`config.mk`:
```
export PLATFORM = sky130hd
export DESIGN_NAME = edge_gen_flat
export DESIGN_NICKNAME = d
export VERILOG_FILES = /design/src/rtl/edge_gen_if.sv /design/src/rtl/edge_gen.sv /design/src/flat_wrapper.sv
export SDC_FILE = /design/constraint.sdc
export NUM_CORES = 1
export LEC_CHECK = 0
export BUFFER_PORTS_ARGS = -buffer_cell sky130_fd_sc_hd__buf_4
export CORE_ASPECT_RATIO = 1.5
export CORE_MARGIN = 3
export CORE_UTILIZATION = 39
export CTS_CLUSTER_SIZE = 16
export DETAILED_ROUTE_END_ITERATION = 12
export HOLD_SLACK_MARGIN = 0.1
export SETUP_SLACK_MARGIN = 0.4
export SYNTH_ARGS = -nofsm -noshare
export SYNTH_HDL_FRONTEND = slang
export SYNTH_SLANG_ARGS = --single-unit
```
`constraint.sdc`:
```
create_clock -name clk -period 5.3 [get_ports clk]
set_input_delay 0.53 -clock clk [delete_from_list [all_inputs] [get_ports clk]]
set_output_delay 0.53 -clock clk [all_outputs]
set_load 0.005 [all_outputs]
```
`src/rtl/edge_gen_if.sv`:
```
// Command channel for edge_gen: pulse count and phase lengths over valid/ready.
// The master drives the command; the slave (edge_gen) returns start_ready.
interface edge_gen_if #(
  parameter int CNT_W = 8,
  parameter int PER_W = 8
);
  logic             start_valid;
  logic             start_ready;
  logic [CNT_W-1:0] num_pulses;
  logic [PER_W-1:0] high_len;
  logic [PER_W-1:0] low_len;

  modport master (
    output start_valid,
    output num_pulses,
    output high_len,
    output low_len,
    input  start_ready
  );

  modport slave (
    input  start_valid,
    input  num_pulses,
    input  high_len,
    input  low_len,
    output start_ready
  );
endinterface

```
`src/rtl/edge_gen.sv`:
```
// Programmable pulse-train generator: emits num_pulses pulses of high_len/low_len
// cycles each, then a one-cycle done strobe. All outputs decode registered state.
module edge_gen #(
  parameter int CNT_W = 8,
  parameter int PER_W = 8
) (
  input  logic             clk,
  input  logic             x,
  edge_gen_if.slave        cmd,
  input  logic             abort,
  output logic             out,
  output logic             busy,
  output logic             done,
  output logic [CNT_W-1:0] pulses_sent
);

  localparam logic [1:0] IDLE = 2'd0;
  localparam logic [1:0] HIGH = 2'd1;
  localparam logic [1:0] LOW  = 2'd2;
  localparam logic [1:0] DONE = 2'd3;

  logic [1:0]       state;
  logic [CNT_W-1:0] num_r;
  logic [PER_W-1:0] high_r;
  logic [PER_W-1:0] low_r;
  logic [PER_W-1:0] phase_cnt;
  logic [PER_W-1:0] eff_h;
  logic [PER_W-1:0] eff_l;
  logic             accept;

  // Zero-length phases are stretched to one cycle so every pulse is visible.
  always_comb begin
    eff_h = (cmd.high_len == '0) ? PER_W'(1) : cmd.high_len;
    eff_l = (cmd.low_len  == '0) ? PER_W'(1) : cmd.low_len;
  end

  assign accept = cmd.start_valid && (state == IDLE);

  always_ff @(posedge clk or posedge x) begin
    if (x) begin
      state       <= IDLE;
      num_r       <= '0;
      high_r      <= '0;
      low_r       <= '0;
      phase_cnt   <= '0;
      pulses_sent <= '0;
    end else begin
      case (state)
        IDLE: begin
          if (accept) begin
            num_r  <= cmd.num_pulses;
            high_r <= eff_h;
            low_r  <= eff_l;
            if (cmd.num_pulses == '0) begin
              state       <= DONE;
              pulses_sent <= '0;
            end else begin
              state       <= HIGH;
              phase_cnt   <= eff_h - PER_W'(1);
              pulses_sent <= CNT_W'(1);
            end
          end
        end
        HIGH: begin
          if (abort) begin
            state <= DONE;
          end else if (phase_cnt == '0) begin
            state     <= LOW;
            phase_cnt <= low_r - PER_W'(1);
          end else begin
            phase_cnt <= phase_cnt - PER_W'(1);
          end
        end
        LOW: begin
          if (abort) begin
            state <= DONE;
          end else if (phase_cnt == '0) begin
            // The last pulse still gets its full low phase before DONE.
            if (pulses_sent < num_r) begin
              state     <= HIGH;
              phase_cnt <= high_r - PER_W'(1);
              if (pulses_sent != '1)
                pulses_sent <= pulses_sent + CNT_W'(1);
            end else begin
              state <= DONE;
            end
          end else begin
            phase_cnt <= phase_cnt - PER_W'(1);
          end
        end
        default: begin
          state <= IDLE;
        end
      endcase
    end
  end

  assign cmd.start_ready = (state == IDLE);
  assign out             = (state == HIGH);
  assign busy            = (state == HIGH) || (state == LOW);
  assign done            = (state == DONE);

endmodule

```
`src/flat_wrapper.sv`:
```
// flat-port wrapper written by rule: the top's interface ports become plain ports
module edge_gen_flat 
#(
  parameter int CNT_W = 8,
  parameter int PER_W = 8
)
  (clk, x, abort, out, busy, done, pulses_sent, cmd_start_valid, cmd_num_pulses, cmd_high_len, cmd_low_len, cmd_start_ready);
  edge_gen_if #(.CNT_W(CNT_W), .PER_W(PER_W)) cmd_i ();
  input  logic clk;
  input  logic x;
  input  logic abort;
  output logic out;
  output logic busy;
  output logic done;
  output logic [CNT_W-1:0] pulses_sent;
  input wire logic [$bits(cmd_i.start_valid)-1:0] cmd_start_valid;
  input wire logic [$bits(cmd_i.num_pulses)-1:0] cmd_num_pulses;
  input wire logic [$bits(cmd_i.high_len)-1:0] cmd_high_len;
  input wire logic [$bits(cmd_i.low_len)-1:0] cmd_low_len;
  output wire logic [$bits(cmd_i.start_ready)-1:0] cmd_start_ready;
  assign cmd_i.start_valid = cmd_start_valid;
  assign cmd_i.num_pulses = cmd_num_pulses;
  assign cmd_i.high_len = cmd_high_len;
  assign cmd_i.low_len = cmd_low_len;
  assign cmd_start_ready = cmd_i.start_ready;
  edge_gen #(.CNT_W(CNT_W), .PER_W(PER_W)) u_core (.clk(clk), .x(x), .cmd(cmd_i), .abort(abort), .out(out), .busy(busy), .done(done), .pulses_sent(pulses_sent));
endmodule
```
* Word-level counts from Yosys, hierarchy flattened
Cells that the tools add are included.
** Storage, ports and cells
- Bits of input ports :: 28
- Word-level logic and storage cells :: 64
- Register bits after elaboration :: 42
** Operators by class
- $add $sub $neg :: 5
- Magnitude comparators :: 1
- Equal/unequal tests :: 14
- Muxes and demuxes :: 25
- Reductions and logical operators :: 13
** Operators with widths (count)
- two-way mux 8 bit :: 14
- logical NOT 8 bit :: 4
- subtractor 8 x 1 -> 8 bit, second input constant :: 4
- case mux 8 bit (3 select lines) :: 1
- case mux 8 bit (2 select lines) :: 1
- two-way mux 2 bit :: 7
- AND reduction 6 bit :: 2
- adder 8 x 1 -> 8 bit, second input constant :: 1
- < comparator 8 bit :: 1
- inequality test 2 x 1 -> 1 bit, second input constant :: 4
- inequality test 8 bit, second input constant :: 1
- inequality test 2 bit, second input constant :: 3
- inequality test 3 x 2 -> 1 bit, second input constant :: 2
- case mux 2 bit (3 select lines) :: 1
- equality test 2 bit, second input constant :: 2
- inequality test 3 bit, second input constant :: 1
- AND reduction 3 bit :: 1
- nonzero test 3 bit :: 1
- equality test 2 x 1 -> 1 bit, second input constant :: 1
- logical NOT 2 bit :: 1
- AND reduction 2 bit :: 1
- nonzero test 2 bit :: 1
- logical AND 1 bit :: 1
- logical OR 1 bit :: 1
- two-way mux 1 bit :: 1

* Logic depth before layout (Yosys ltp)
- Word-level depth :: 6
- Depth in mapped cells :: 10
- Gate-level depth less buffers :: 10

* Worst setup path after synthesis
Ideal clock, no wire load.
- Kind :: flip-flop to flip-flop
- Start :: reg u_core.phase_cnt[0]
- End :: reg u_core.pulses_sent[7]
- Setup time :: 78 ps
- Stages on the path, launching flop included :: 9
- Arrival time :: 2516 ps
- Path slack :: 2706 ps
- Cell sequence :: dfrtp_1 inv_1 ha_1 or4b_4 or4_4 o31ai_4 nand3_2 or4_1 a21oi_1
** On the way
- Longest elaborated chain between the ends :: 3
** RTL lines
- start: declaration :: line edge_gen.sv:26 : logic [PER_W-1:0] phase_cnt;
- start signal: assignment :: line edge_gen.sv:59 : phase_cnt <= eff_h - PER_W'(1);
- start signal: assignment :: line edge_gen.sv:69 : phase_cnt <= low_r - PER_W'(1);
- start signal: assignment :: line edge_gen.sv:71 : phase_cnt <= phase_cnt - PER_W'(1);
- logical NOT 8 bit :: line edge_gen.sv:77 : end else if (phase_cnt == '0) begin
- inequality test 2 x 1 -> 1 bit (no line)
- AND reduction 6 bit (no line)
- end signal: assignment :: line edge_gen.sv:83 : pulses_sent <= pulses_sent + CNT_W'(1);
- end: declaration :: line edge_gen.sv:14 : output logic [CNT_W-1:0] pulses_sent
No other way between the ends.
A chain may end at the register's enable or synchronous reset.

* Worst setup path after layout
- Start :: reg u_core.state[1]
- End :: reg u_core.pulses_sent[7]
** On the way
- Longest elaborated chain between the ends :: 4
** RTL lines
- start: declaration :: line edge_gen.sv:22 : logic [1:0] state;
- start signal: assignment :: line edge_gen.sv:41 : state <= IDLE;
- start signal: assignment :: line edge_gen.sv:55 : state <= DONE;
- start signal: assignment :: line edge_gen.sv:58 : state <= HIGH;
- logical NOT 2 bit :: line edge_gen.sv:37, edge_gen.sv:48
- logical AND 1 bit :: line edge_gen.sv:37 : assign accept = cmd.start_valid && (state == IDLE);
- inequality test 2 x 1 -> 1 bit (no line)
- AND reduction 6 bit (no line)
Several ways; a longest one is shown, not always the timed one.

==> summary.md <==
| Metric | Value |
|---|---|
| Status | finished clean |
| Layout area overhead | 16.7% |
| Setup Skew | 0.00296 ns |
| Vias per cell | 5.71 |
| Final std cells w/o fill | 408 |
| Cell area after layout | 0.00325 mm² |
| Placed Instance Area | 0.00314 mm² |
| # port buffers | 39 |
| Initial antenna violation count | 0 |
| Placer Congestion | 0.854 |
| Die width | 75.0 µm |
| Synthesized flop and latch total | 42 |
| Synth cell types | 47 |
| Dpl ws | 2.32 ns |
| Area of the die | 0.00821 mm² |
| Hold Vio Cnt, Final | 0 |
| Total Neg Setup Slack | 0 ns |
| Worst-Skew Late Latency | 0.29 ns |
| Max-slew headroom | 27.8% |
| H-tree Lvls | 2 |
| Vias in the first global route | 2,265 |
| Mapped cell area | 0.00278 mm² |
| TritonCTS Buffers | 5 |
| Post-CTS Hold Buffers | 0 |
| # rows | 37 |
| Crit Path Class | register to register |
| Synth async-reset ratio | 100% |
| Final worst path period need | 2.96 ns |
| R2r endpoint | u_core.pulses_sent[7] |
| Worst Path Max Fanout | 30 |
| Slew Limit Fails | 0 |
| Worst r2r src | u_core.state[1] |
| GRT overflow | 0 |
| Worst slew pin tran | 1.08 ns |
| Core Box Area | 0.00690 mm² |
| Final period utilization | 55.8% |
| Initial Utilization | 40.3% |
| Finish-stage setup viols | 0 |
| Worst r2r path cells | 7 |
| Yosys top cell by area | dfrtp_1 |
| Reg-to-reg slack, setup | 2.34 ns |
| Layout cell share with drive strength beyond 1 | 22.7% |
| Top FF cell, synth | dfrtp_1 |
| Synthesized area per cell | 9.50 µm² |
| Finished Core Util | 47.1% |
| EDFF count, synth | 0 |
| CP Launch Type | register |
| CTS Sinks | 42 |
| Max Clk Rate | 0.338 GHz |
| Via count | 2,331 |
| CTS Buffer Depth | 2 |
| HP Class | input port to asynchronous set/reset pin |
| TritonCTS clock tree | yes |
| Die H | 109 µm |
| Seq/Total Area, Yosys | 37.8% |
| Drt total wl | 6660 µm |
| Setup bufs post-CTS | 0 |
| Syn_nets | 338 |
| Power Dens Cells | 553 mW/mm² |
| Top post-synthesis cells by area | dfrtp_1, mux2_2, ha_1, xor2_1, nand2_1 |
| Pin count of the biggest net entering global routing | 43 |
| Worst Setup Slack, final | 2.34 ns |
| Nets | 374 |
| Drt first pass iters | 4 |
| Leak pwr | 0.00145 µW |
| Initial DRC count | 83 |
| Critical path required time | 5.51 ns |
| HPWL after DPL | 5160 µm |
| Worst EP arrival | 3.17 ns |
| Count leader, synth | dfrtp_1 |
| Share of the synthesized area in the top cell type | 37.8% |
| Commonest cells post-synth | dfrtp_1, nand2_1, mux2_2 |
| CTS clk-pin slew, worst paths | 0.08 ns |
| CP endpoint kind | register |
| RSZ-0062 raised after global routing | no |
| # diodes | 0 |
| Post-Synthesis Cells | 293 |
| Post-cts resize count | 0 |
| Final ANT Viol Nets | 0 |
| DRC violations left | 0 |
| Max cap viols | 0 |
| Yosys Warn Count | 0 |
| Placed cell count | 400 |
| Routed wire length per instance | 16.3 µm |
| Root Driver | clkbuf_8 |
| Max VDD drop | 0.199 mV |
| First-pass GRT wire length | 10,600 µm |
| GRT Total Usage | 16.5% |
| Num ports | 40 |
[through the flow]
step                total power (µW)  hold slack (ns)
finish                          1800            0.364
global placement                1540            0.492
detailed placement              1550            0.494
CTS                             1810            0.385
floorplan                       1280            0.479
global route                    1950            0.419
[kinds of logic after synthesis]
kind of cell / after synthesis / share of synthesized area (%)
fa+ha+maj: 17 / 7.64
xor+xnor: 20 / 6.30
mux: 24 / 9.62
flops: 42 / 37.8
compound gates: 68 / 16.8
buf+inv: 31 / 4.23
simple gates: 91 / 17.6
[flip-flops by register name (all words and copies together), names as in the netlist]
signal              flops
u_core.high_r           8
u_core.low_r            8
u_core.num_r            8
u_core.phase_cnt        8
u_core.pulses_sent      8
u_core.state            2
[area by class of cell]
type / count / area (µm²)
Clock buffer: 6 / 72.6
Clock inverter: 2 / 37.5
Fill cell: 655 / 3650
Inverter: 20 / 75.1
Multi-Input combinational cell: 220 / 1610
Sequential cell: 42 / 1050
Tap cell: 78 / 97.6
Timing Repair Buffer: 40 / 300
[worst max-delay path by stage]
| stage | startpoint | end | slack (ns) | depth (start not counted) |
|---|---|---|---|---|
| after detailed placement | u_core.state[0] | u_core.pulses_sent[7] | 2.32 | 7 |
| after floorplan | u_core.phase_cnt[0] | u_core.pulses_sent[7] | 2.71 | 8 |
| final | u_core.state[1] | u_core.pulses_sent[7] | 2.34 | 7 |
| after global placement | u_core.state[0] | u_core.pulses_sent[7] | 2.42 | 7 |
| after global routing | u_core.state[0] | u_core.pulses_sent[7] | 2.00 | 7 |
| after CTS | u_core.state[0] | u_core.pulses_sent[7] | 2.29 | 7 |
[worst max-delay path: stages (launching register included)]
cell and delay (ns):
dfrtp_1 0.42, inv_1 0.09, ha_1 0.30, nand2_1 0.68
o21ai_0 0.53, nand3_2 0.18, or4_1 0.50, a21oi_1 0.17
[where the power goes]
| part | internal (µW) | leakage, µW | switching (µW) |
|---|---|---|---|
| registers | 466 | 0.000513 | 164 |
| logic | 428 | 0.000882 | 481 |
| clock network | 141 | 0.0000514 | 116 |
| total | 1030 | 0.00145 | 761 |
[layer usage]
metal	track usage, %	wire length (µm)	vias to the layer above
li1	-	-	1146
met1	17.7	2580	1114
met2	31.5	3710	59
met3	2.65	253	12
met4	5.73	109	0
met5	0	0	-
[cells in the final DEF, fill, tap and decap left out, types with 6 or more instances in the layout]
cell type / instances
inv_1: 20
ha_1: 17
dfrtp_1: 42
mux2_2: 22
a22oi_1: 6
nor3_1: 6
nor2_1: 13
a21oi_1: 12
nand3_1: 6
nor3b_1: 6
buf_4: 40
nand2_1: 26
nor4_1: 8
xor2_1: 17
o21ai_0: 17
(Power assumes the default switching activity.)
